$ cat src/rtl/seq_event_logger.sv
// seq_event_logger: timestamps rising edges of a detector output and queues them in a FIFO.
// Ports: clk, rst (async, active-high), clr (sync clear), det (detector output),
//        rd_en (pop request), rd_valid/rd_data (registered pop result),
//        empty/full/level (FIFO occupancy), overflow (sticky drop flag),
//        event_count/drop_count (saturating counters).
// Optional: define SEQ_EVENT_LOGGER_GAP_MEAS_EN to add min_gap/gap_valid
//        (smallest interval between consecutive events).
module seq_event_logger #(
    parameter int TS_W  = 8,
    parameter int DEPTH = 4,
    parameter int CNT_W = 8
) (
    input  logic                     clk,
    input  logic                     rst,
    input  logic                     clr,
    input  logic                     det,
    input  logic                     rd_en,
    output logic                     rd_valid,
    output logic [TS_W-1:0]          rd_data,
    output logic                     empty,
    output logic                     full,
    output logic [$clog2(DEPTH):0]   level,
    output logic                     overflow,
    output logic [CNT_W-1:0]         event_count,
`ifdef SEQ_EVENT_LOGGER_GAP_MEAS_EN
    output logic [CNT_W-1:0]         drop_count,
    output logic [TS_W-1:0]          min_gap,
    output logic                     gap_valid
`else
    output logic [CNT_W-1:0]         drop_count
`endif
);
    localparam int AW = $clog2(DEPTH);
    logic [TS_W-1:0] ts;
    logic [TS_W-1:0] mem [DEPTH];
    logic [AW:0]     wp, rp;
    logic            det_q, ev, rd_ok, wr_ok, drop;
    assign ev    = det & ~det_q;
    assign rd_ok = rd_en & ~empty;
    assign wr_ok = ev & (~full | rd_ok);
    assign drop  = ev & full & ~rd_ok;
    // Pointer MSBs differ only when the FIFO has wrapped a full lap.
    assign empty = wp == rp;
    assign full  = (wp[AW] != rp[AW]) && (wp[AW-1:0] == rp[AW-1:0]);
    assign level = wp - rp;
    always_ff @(posedge clk or posedge rst)
        if (rst) ts <= '0;
        else     ts <= ts + TS_W'(1);
    always_ff @(posedge clk)
        if (wr_ok) mem[wp[AW-1:0]] <= ts;
    always_ff @(posedge clk or posedge rst)
        if (rst) begin
            det_q       <= 1'b0;
            wp          <= '0;
            rp          <= '0;
            rd_valid    <= 1'b0;
            rd_data     <= '0;
            overflow    <= 1'b0;
            event_count <= '0;
            drop_count  <= '0;
        end else if (clr) begin
            det_q       <= 1'b0;
            wp          <= '0;
            rp          <= '0;
            rd_valid    <= 1'b0;
            rd_data     <= '0;
            overflow    <= 1'b0;
            event_count <= '0;
            drop_count  <= '0;
        end else begin
            det_q    <= det;
            rd_valid <= rd_ok;
            if (rd_ok) begin
                rd_data <= mem[rp[AW-1:0]];
                rp      <= rp + (AW+1)'(1);
            end
            if (wr_ok) wp <= wp + (AW+1)'(1);
            if (ev && ~&event_count) event_count <= event_count + CNT_W'(1);
            if (drop) begin
                overflow <= 1'b1;
                if (~&drop_count) drop_count <= drop_count + CNT_W'(1);
            end
        end
`ifdef SEQ_EVENT_LOGGER_GAP_MEAS_EN
    logic [TS_W-1:0] ts_prev, gap;
    logic            have_prev;
    assign gap = ts - ts_prev;
    always_ff @(posedge clk or posedge rst)
        if (rst) begin
            ts_prev   <= '0;
            have_prev <= 1'b0;
            min_gap   <= '1;
            gap_valid <= 1'b0;
        end else if (clr) begin
            ts_prev   <= '0;
            have_prev <= 1'b0;
            min_gap   <= '1;
            gap_valid <= 1'b0;
        end else if (ev) begin
            ts_prev   <= ts;
            have_prev <= 1'b1;
            if (have_prev) begin
                gap_valid <= 1'b1;
                if (gap < min_gap) min_gap <= gap;
            end
        end
`endif
endmodule

$ cat config.mk
export PLATFORM = sky130hd
export DESIGN_NAME = seq_event_logger
export DESIGN_NICKNAME = d
export VERILOG_FILES = /design/src/rtl/seq_event_logger.sv
export SDC_FILE = /design/constraint.sdc
export NUM_CORES = 1
export LEC_CHECK = 0
export CAP_MARGIN = 20
export CORE_ASPECT_RATIO = 1.2
export CORE_MARGIN = 5
export CORE_UTILIZATION = 55
export CTS_CLUSTER_DIAMETER = 40
export DETAILED_ROUTE_END_ITERATION = 8
export PLACE_DENSITY = 0.78
export SETUP_SLACK_MARGIN = 0.15
export SYNTH_ARGS = -nofsm -noshare
export SYNTH_HDL_FRONTEND = slang
export SYNTH_SLANG_ARGS = --single-unit
$ cat constraint.sdc
create_clock -name clk -period 2.6 [get_ports clk]
set_input_delay 0.78 -clock clk [delete_from_list [all_inputs] [get_ports clk]]
set_output_delay 0.78 -clock clk [all_outputs]
set_load 0.01 [all_outputs]
==> key figures <==
Outcome
  • Status: complete, no violations

STA
  • Achievable Freq: 407 MHz
  • Final worst path period need: 2.46 ns
  • Clock skew: 0.00714 ns
  • Final hold viol count: 0
  • Setup WS post-layout: 0.144 ns
  • Final-report setup violation count: 0
  • Relative slew slack: 51.0%
  • Slew @ Worst Pin: 0.730 ns
  • Final worst-path cycle share: 94.4%
  • Max-slew violations: 0
  • RSZ-0062 raised after global routing: true

Route
  • WL final: 6.00 mm
  • Initial DRC count: 106
  • Via Count: 2129
  • Antenna-violating nets left: 0
  • Vias per Instance: 5.46
  • First-pass DRT Iterations: 4
  • Routed length per instance: 15.4 um
  • DRC Markers: 0

Setup path
  • Critical Path End: level[2]
  • Critical Path Slowest Stage Cell: dfrtp_1
  • Top delay family on crit path: adder cells
  • Crit path DAT: 1.68 ns
  • Crit Reg-Reg Endpoint: drop_count[7]
  • Worst setup EP type: output port
  • Worst Path Required: 1.82 ns
  • CP Launch Point: wp[0]
  • Levels on crit path: 6
  • Crit path launch type: register
  • Critical-path maximum fanout: 2
  • Critical path's most frequent cell: inv_2
  • CP max stage delay: 0.40 ns
  • Critical path cell sequence: inv_2 > ha_4 > inv_2 > fa_2 > xnor2_2 > buf_2
  • Critical path type: register to output port
  • WP buf/inv: 3
  • Worst R2R Setup Slack: 0.31 ns
  • R2r startpoint: rp[1]
  • Register-to-Register Path Depth: 7

Clock tree
  • CTS Hold Bufs: 0
  • Clk root buf: clkbuf_8
  • Clock Sink Count: 73
  • H-tree Lvls: 3
  • Total CTS buffers: 9
  • CTS tree: yes
  • Reg clk slew, reported paths: 0.08 ns
  • Worst skew pair latency: 0.34 ns
  • Clock buffer depth: 2

Floorplanning
  • Die Height: 93.6 um
  • Num rows: 30
  • Initial core utilization: 56.5%
  • Chip width: 79.6 um
  • Total core area: 5670 um^2
  • Top Ports: 36
  • Die Footprint: 7450 um^2

Global routing
  • Vias in the first global route: 2074
  • Grt ovf: 0
  • GRT busiest layer: met2
  • Met1 Track Usage GR: 22.0%
  • First-pass GRT wire length: 10.0 mm
  • Global Route Usage Sum: 17.8%
  • GRT met3 Usage: 5.01%
  • Largest net degree at the start of global routing: 42
  • Initial antenna violation count: 0
  • Met2 GRT Util: 29.9%

Placement
  • Cell Area, Placed: 3770 um^2
  • Post-DP HPWL: 4.00 mm
  • Number of port buffers: 35
  • DP Cell Count: 371
  • DP Worst Slack: -0.0768 ns
  • GP Congestion: 0.802

Power and ir drop
  • P_leak: 1.60 nW
  • Max VDD drop: 0.430 mV
  • Power Density: 663 nW/um^2
  • Final Power: 2.68 mW

Logic synthesis
  • Cell count after synthesis: 250
  • Post-synthesis cell type count: 41
  • Synth async-reset ratio: 56.2%
  • Yosys warnings: 0
  • Synthesized area per cell: 12.8 um^2
  • Post-synthesis sequential area ratio: 62.1%
  • Post-synth top area share: 32.1%
  • Net Count, Synth: 266
  • Top_reg_cell synth: dfrtp_1
  • Synth area leader: dfrtp_1
  • Top cells by area, synth: dfrtp_1, edfxtp_1, mux4_2
  • Synth Cell Area: 3200 um^2
  • Number of enable flip-flop cells after synthesis: 32
  • Synthesized flop and latch total: 73

Finish
  • Final Util: 71.2%
  • Layout cells sized above 1: 17.1%
  • Synth-to-Final Area Change: 26.2%
  • Non-Filler Instances: 390
  • Post-route cell area: 4040 um^2
  • Number of diodes: 0
  • Nets: 321
  • Filler Cell Count: 398

Run
  • Max_cap viols: 0

Min path
  • Hold WC Path Type: register to register
  • Hold Path Depth: 2
## layer usage
metal,up-vias,part of all wire [%]
met5,-,0
met4,0,0.57
met3,5,5.5
met2,54,51
met1,1047,43
li1,1023,-
## repair_timing
action / CTS / global route
endpoints found under the setup margin: 5 / 4
pin swaps: 1 / 3
endpoints found under the hold margin: 0 / 0
resized for setup: 12 / 8
buffers inserted: 1 / 2
gates cloned: 0 / 0
## through the flow
stage / setup TNS (ns) / hold slack, ns
after CTS: 0 / 0.527
after floorplan: 0 / 0.489
after global routing: 0 / 0.553
final: 0 / 0.526
after global placement: -0.204 / 0.491
after detailed placement: -0.312 / 0.511
## power breakdown
| part | total, mW | leakage [nW] | internal [mW] | switching, mW |
|---|---|---|---|---|
| sequential | 1.27 | 0.868 | 1.24 | 0.0280 |
| combinational | 0.430 | 0.635 | 0.216 | 0.214 |
| clock | 0.974 | 0.0991 | 0.544 | 0.430 |
| total | 2.68 | 1.60 | 2.00 | 0.672 |
## layout make-up
cell class | count | area (um^2) | share of cell area, %
Inverter | 7 | 26.3 | 0.651
Multi-Input combinational cell | 161 | 1180 | 29.2
Clock inverter | 6 | 91.3 | 2.26
Clock buffer | 10 | 128 | 3.16
Sequential cell | 73 | 1990 | 49.2
Timing Repair Buffer | 53 | 526 | 13.0
Tap cell | 80 | 100 | 2.48
## cells in the mapped netlist, types with 2 or more instances
cell type and instances:
a21oi_1 19, and2_1 4, and3_1 4, clkbuf_1 7
dfrtp_1 41, edfxtp_1 32, ha_1 10, inv_1 7
mux2i_1 5, mux4_2 8, nand2_1 23, nand2b_1 3
nand3_1 9, nand4_1 6, nor2_1 20, nor2b_1 2
nor3_1 4, o21ai_0 7, o31ai_1 2, or3_1 4
or4_1 2, xnor2_1 8, xor2_1 5
## state kept, by name (all words and copies together) (netlist names)
name,count
mem,32
drop_count,8
event_count,8
rd_data,8
ts,8
rp,3
wp,3
det_q,1
overflow,1
rd_valid,1
## logic make-up after synthesis
family	count (synthesis)	synth area share, %
buf+inv	16	2.03
fa+ha+maj	11	4.53
xor+xnor	13	3.56
compound gates	36	6.57
mux	13	7.19
flops	73	62.1
simple gates	88	14.0
## placed cells by master (no fill, tap or decap), drive strengths merged, types with 2 or more instances in the layout
cell type and count:
dfrtp 41, edfxtp 32, clkdlybuf4s50 31, nand2 23, nor2 20, buf 20, a21oi 19, ha 10
clkbuf 10, nand3 9, mux4 8, xnor2 8, o21ai 8, inv 8, nand4 6, mux2i 5
xor2 5, nor3 4, and3 4, or3 4, and2 4, nand2b 3, clkinvlp 3, nor2b 2
o31ai 2, or4 2, bufinv 2, clkdlybuf4s15 2, o31a 2
## tightest hold or removal path: stages (launching register included)
cell,delay (ns)
dfrtp_1,0.38
nand2_1,0.06
a21oi_1,0.06
## how the worst min path moves through the flow
stage / from / to / slack, ns
after floorplan: ts[7] / ts[7] / 0.49
after global placement: overflow / overflow / 0.49
after detailed placement: overflow / overflow / 0.51
after CTS: rd_data[6] / rd_data[6] / 0.53
after global routing: rd_data[7] / rd_data[7] / 0.55
final: rd_data[6] / rd_data[6] / 0.53
No activity file was read; power rests on OpenSTA's default activity.
